$ cat src/rtl/adc_channel_conditioner.sv
// ---------------------------------------------------------------------------
// adc_channel_conditioner
//
// Receive front-end conditioner for one 12-bit ADC channel. The raw sample is
// registered, widened to 16 bits (scaled by 8) and a DC offset is removed.
// The offset comes from a 32-bit closed-loop integrator that accumulates the
// corrected output while the DC loop is enabled. The integrator can also be
// loaded directly over the serial settings bus. In parallel, two leaky
// averagers produce an RSSI (mean magnitude) estimate and an over-range
// (clip) density estimate for AGC.
//
// Ports:
//   clock          system clock, all state updates on the rising edge
//   reset          asynchronous, active-high, clears all state
//   enable         run enable for RSSI / over-range; low clears both
//   serial_addr    settings-bus address (7 bits)
//   serial_data    settings-bus data (32 bits)
//   serial_strobe  settings-bus write strobe, one cycle
//   adc_raw        two's-complement 12-bit ADC sample
//   adc_corr       16-bit DC-corrected sample (wrapping arithmetic)
//   rssi           16-bit smoothed magnitude estimate
//   over_count     16-bit smoothed over-range density
//   dco_en_reg     contents of the 32-bit DC-loop enable register
// ---------------------------------------------------------------------------
module adc_channel_conditioner #(
    parameter logic [6:0] ADDR_DCO_EN = 7'd10,
    parameter logic [6:0] ADDR_OFFSET = 7'd11,
    parameter int         DCO_BIT     = 0
) (
    input  logic        clock,
    input  logic        reset,
    input  logic        enable,
    input  logic [6:0]  serial_addr,
    input  logic [31:0] serial_data,
    input  logic        serial_strobe,
    input  logic [11:0] adc_raw,
    output logic [15:0] adc_corr,
    output logic [15:0] rssi,
    output logic [15:0] over_count,
    output logic [31:0] dco_en_reg
);

    // -----------------------------------------------------------------------
    // State
    // -----------------------------------------------------------------------
    logic [11:0] adc_q_reg;
    logic [31:0] integrator_reg;
    logic [31:0] integrator_next;
    logic [31:0] dco_en_next;
    logic [25:0] rssi_int_reg;
    logic [25:0] rssi_int_next;
    logic [25:0] over_int_reg;
    logic [25:0] over_int_next;

    // -----------------------------------------------------------------------
    // Settings-bus decode
    // -----------------------------------------------------------------------
    logic wr_dco_en;
    logic wr_offset;
    logic dco_en;

    assign wr_dco_en = serial_strobe && (serial_addr == ADDR_DCO_EN);
    assign wr_offset = serial_strobe && (serial_addr == ADDR_OFFSET);
    assign dco_en    = dco_en_reg[DCO_BIT];

    assign dco_en_next = wr_dco_en ? serial_data : dco_en_reg;

    // -----------------------------------------------------------------------
    // DC correction path
    // -----------------------------------------------------------------------
    logic [15:0] x_wide;
    logic [15:0] scaled;
    logic        round_up;

    // Sign-extend by one bit and scale by 8 so the sample sits in the upper
    // part of the 16-bit word, leaving headroom below for the offset.
    assign x_wide = {adc_q_reg[11], adc_q_reg, 3'b000};

    // Taking the top half of a negative integrator would round toward minus
    // infinity; adding one when any fraction bit is set rounds toward zero,
    // which keeps the loop symmetric around the origin.
    assign round_up = integrator_reg[31] & (|integrator_reg[15:0]);
    assign scaled   = integrator_reg[31:16] + {15'd0, round_up};

    assign adc_corr = x_wide - scaled;

    always_comb begin
        integrator_next = integrator_reg;
        if (wr_offset) begin
            // A bus load takes priority over accumulation in the same cycle.
            integrator_next = {serial_data[15:0], 16'h0000};
        end else if (dco_en) begin
            integrator_next = integrator_reg + {{16{adc_corr[15]}}, adc_corr};
        end
    end

    // -----------------------------------------------------------------------
    // RSSI path
    // -----------------------------------------------------------------------
    // Ones'-complement magnitude: invert every bit of a negative sample. This
    // avoids a carry chain and maps -2048 to 2047 so it never overflows.
    logic [11:0] mag;

    genvar gi;
    generate
        for (gi = 0; gi < 12; gi++) begin : g_mag
            assign mag[gi] = adc_q_reg[gi] ^ adc_q_reg[11];
        end
    endgenerate

    // Leaky integrator: the accumulator holds roughly 1024x the mean input,
    // so the top 16 bits read back as the average itself.
    always_comb begin
        rssi_int_next = '0;
        if (enable) begin
            rssi_int_next = rssi_int_reg + {14'd0, mag} - {10'd0, rssi_int_reg[25:10]};
        end
    end

    assign rssi = rssi_int_reg[25:10];

    // -----------------------------------------------------------------------
    // Over-range path
    // -----------------------------------------------------------------------
    logic        over;
    logic [25:0] over_in;

    assign over    = (adc_q_reg == 12'h7FF) || (adc_q_reg == 12'h800);
    assign over_in = over ? 26'd65535 : 26'd0;

    // Same leaky structure as RSSI with a full-scale input of 65535. The
    // fixed point is 65535 * 1024, just under 2^26, so the sum cannot wrap.
    always_comb begin
        over_int_next = '0;
        if (enable) begin
            over_int_next = over_int_reg + over_in - {10'd0, over_int_reg[25:10]};
        end
    end

    assign over_count = over_int_reg[25:10];

    // -----------------------------------------------------------------------
    // Registers
    // -----------------------------------------------------------------------
    always_ff @(posedge clock or posedge reset) begin
        if (reset) begin
            adc_q_reg      <= '0;
            dco_en_reg     <= '0;
            integrator_reg <= '0;
            rssi_int_reg   <= '0;
            over_int_reg   <= '0;
        end else begin
            adc_q_reg      <= adc_raw;
            dco_en_reg     <= dco_en_next;
            integrator_reg <= integrator_next;
            rssi_int_reg   <= rssi_int_next;
            over_int_reg   <= over_int_next;
        end
    end

endmodule

$ cat config.mk
export PLATFORM = sky130hd
export DESIGN_NAME = adc_channel_conditioner
export DESIGN_NICKNAME = d
export VERILOG_FILES = /design/src/rtl/adc_channel_conditioner.sv
export SDC_FILE = /design/constraint.sdc
export NUM_CORES = 1
export LEC_CHECK = 0
export ABC_AREA = 0
export ABC_CLOCK_PERIOD_IN_PS = 13600
export BUFFER_PORTS_ARGS = -buffer_cell sky130_fd_sc_hd__buf_2
export CAP_MARGIN = 0
export CELL_PAD_IN_SITES_DETAIL_PLACEMENT = 1
export CELL_PAD_IN_SITES_GLOBAL_PLACEMENT = 1
export CORE_UTILIZATION = 49
export CTS_BUF_LIST = sky130_fd_sc_hd__clkbuf_8 sky130_fd_sc_hd__clkbuf_16
export DETAILED_ROUTE_END_ITERATION = 12
export PLACE_DENSITY_LB_ADDON = 0.1
export SYNTH_ARGS = -nofsm -noshare
export SYNTH_HDL_FRONTEND = slang
export SYNTH_SLANG_ARGS = --single-unit
export TNS_END_PERCENT = 30
$ cat constraint.sdc
create_clock -name clock -period 13.6 [get_ports clock]
set_input_delay 0.68 -clock clock [delete_from_list [all_inputs] [get_ports clock]]
set_output_delay 0.68 -clock clock [all_outputs]
set_load 0.02 [all_outputs]
==> impl_metrics.tcl <==
set metrics [dict create \
    status "complete, no violations" \
    synth_area_mm2 0.0107 \
    hpwl_mm 22.2 \
    postCtsHoldBufs 0 \
    gp_congestion 0.895 \
    maxCapViolCount 0 \
    post-cts-setup-buffers 0 \
    crit_path_max_incr_delay_ns 0.58 \
    drt_pass1_iterations 4 \
    drtIter0Drc 399 \
    cts-htree-levels 4 \
    ys_seq_area_share_pct 30.1 \
    async_flop_share_pct 100 \
    core-area_mm2 0.0212 \
    grt_pass1_vias 9442 \
    insertion_delay_ns 0.44 \
    reg2reg_depth 26 \
    clock_tree.root_cell "clkbuf_16" \
    skew_ns 0.0189 \
    avgRoutedWirePerCell_um 18.7 \
    finalHoldViolCount 0 \
    die-area_mm2 0.0223 \
    fin_area_mm2 0.0120 \
    maxSlewViolCount 0 \
    crit_path_end_kind "flop" \
    numCtsBuffers 17 \
    cp.required_ns 13.88 \
    grt.total_usage_pct 27.6 \
    startpoint_type "flop" \
    syn_to_final_growth_pct 12.2 \
    layout-drive-gt1-share_pct 16.9 \
    tightest_slew_ns 0.966 \
    drcViolationCount 0 \
    synth-edff-count 0 \
    grt-ovfl-total 0 \
    grt_max_degree 70 \
    antenna_found_initial 1 \
    synth_cell_type_count 71 \
    cts_tree "yes" \
    crit_top_cell "ha_1" \
    initial_core_util_pct 50.4 \
    crit_slowest_cell "xor2_1" \
    holdCritPathClass "in2async" \
    syn_nets 1373 \
    pin_count 135 \
    fmax_mhz 163 \
    placed_area_mm2 0.0114 \
    synthCells 1168 \
    min_period_ns 6.13 \
    vias_per_cell 5.61 \
    final_nets 1476 \
    path_max_fanout 11 \
    cts_sinks 128 \
    yosys_warnings 0 \
    syn_avg_cell_area_um2 9.12 \
    grt_pass1_wl_mm 48.1 \
    cp.arrival_ns 6.40 \
    min_period_over_period_pct 45.0 \
    rows 53 \
    fin_tns_setup_ns 0 \
    rsz0062_at_grt "no" \
    portBuffers 134 \
    yosys_most_used_dff "dfrtp_1" \
    slew_headroom_pct 35.6 \
    cts_buffer_depth 2 \
    setup_viol 0 \
    ant_nets 0 \
    synth.ff_latch_count 128 \
    die_w_um 149 \
    post_cts_resized 0 \
    critical_path_class "reg2reg" \
    dr_total_vias 8749 \
    wl_mm 29.2 \
    clk_pin_slew_ns 0.07 \
    die_h_um 149 \
]
kinds of logic (layout without fill, tap and decap cells):
logic type,Yosys count,after routing,synth area share [%]
fa+ha+maj,150,150,19.6
flops,128,128,30.1
xor+xnor,85,85,6.99
compound gates,260,260,16.3
mux,60,60,6.01
other cells,0,1,0
buf+inv,200,316,8.34
simple gates,285,285,12.7
per-stage QoR:
step | setup slack [ns] | hold WS, ns | utilization [%] | instances
final | 7.47 | 0.355 | 56.5 | 1560
after detailed placement | 7.51 | 0.477 | 53.8 | 1527
after CTS | 7.47 | 0.339 | 56.5 | 1559
after floorplan | 7.91 | 0.516 | - | 1168
after global routing | 7.02 | 0.345 | 56.5 | 1559
after global placement | 7.75 | 0.463 | 53.8 | 1527
synthesized netlist by cell type, types with 3 or more instances:
| cell type | instances | area share (%) |
|---|---|---|
| nor4_1 | 7 | 0.41 |
| mux2_1 | 8 | 0.85 |
| nand3_1 | 25 | 1.2 |
| dfrtp_1 | 128 | 30 |
| o21ai_1 | 25 | 1.2 |
| a21o_1 | 36 | 2.5 |
| nor3b_1 | 9 | 0.63 |
| nand2_1 | 68 | 2.4 |
| a211oi_1 | 11 | 0.78 |
| mux2_2 | 24 | 2.5 |
| nor3_1 | 19 | 0.89 |
| inv_1 | 144 | 5.1 |
| nand2b_1 | 12 | 0.70 |
| or3_1 | 6 | 0.35 |
| clkbuf_1 | 14 | 0.49 |
| a41oi_2 | 3 | 0.46 |
| a311oi_1 | 3 | 0.25 |
| o31ai_1 | 4 | 0.28 |
| nor2_1 | 97 | 3.4 |
| a31oi_1 | 8 | 0.47 |
| and2_1 | 9 | 0.53 |
| xor2_1 | 37 | 3.0 |
| ha_1 | 122 | 14 |
| buf_4 | 32 | 2.3 |
| and3_1 | 5 | 0.29 |
| nor2b_1 | 8 | 0.47 |
| o21a_1 | 13 | 0.92 |
| o21ai_0 | 29 | 1.4 |
| buf_1 | 6 | 0.21 |
| o2111ai_1 | 3 | 0.25 |
| nand4_1 | 9 | 0.53 |
| mux2i_1 | 28 | 2.6 |
| xnor2_1 | 48 | 3.9 |
| a21oi_1 | 77 | 3.6 |
| o211ai_1 | 8 | 0.56 |
| o21bai_1 | 6 | 0.42 |
| a21boi_1 | 4 | 0.28 |
| fa_1 | 28 | 5.3 |
critical path, delay by kind of cell (launching register included):
kind / cells / cell delay (ns)
flip-flops: 1 / 0.43
buffers and inverters: 2 / 0.37
AND/OR/NAND/NOR: 5 / 1.18
XOR/XNOR: 3 / 0.92
AO/OA/AOI/OAI: 11 / 2.14
adder cells (fa/ha/maj): 4 / 0.78
multiplexers: 1 / 0.14
layout by cell type, fill, tap and decap left out, types with 7 or more instances in the layout:
master	instances
a211oi_1	11
a21o_1	36
a21oi_1	77
a31oi_1	7
and2_1	8
buf_2	134
clkbuf_16	17
dfrtp_1	127
fa_1	28
ha_1	122
inv_1	143
inv_6	9
mux2_1	8
mux2_2	24
mux2i_1	28
nand2_1	68
nand2b_1	12
nand3_1	25
nand4_1	9
nor2_1	97
nor2b_1	7
nor3_1	19
nor3b_1	9
nor4_1	7
o211ai_1	8
o21a_1	13
o21ai_0	29
o21ai_1	25
xnor2_1	48
xor2_1	37
metal layers:
metal	track usage [%]	routed length, um	share of wire, %
met4	6.22	320	1.1
met5	0	0	0
met3	4.60	1090	3.7
met1	38.1	14100	48
met2	45.3	13700	47
path summary, 6_finish.rpt:
path	from	to	slack, ns
worst max-delay path	integrator_reg[15]	integrator_reg[26]	7.47
worst min-delay path	reset	over_int_reg[4]	0.36
worst max register to register	integrator_reg[15]	integrator_reg[26]	7.47
worst min register to register	dco_en_reg[18]	dco_en_reg[18]	0.49
max in group asynchronous	reset	over_int_reg[1]	11.96
min in group clock	adc_raw[11]	adc_q_reg[11]	0.36
cell type report:
cell class	instances	area [um^2]
fillers	2529	9200
multi-input cells	840	6570
flip-flops and latches	128	3200
repair buffers	140	716
inverters	144	546
clock buffers	17	425
well taps	275	344
clock inverters	15	146
diodes	1	2.50
Power is left out: the tool's default activity adds up to more than one toggle a clock period on the data nets, which glitch-free logic cannot reach.
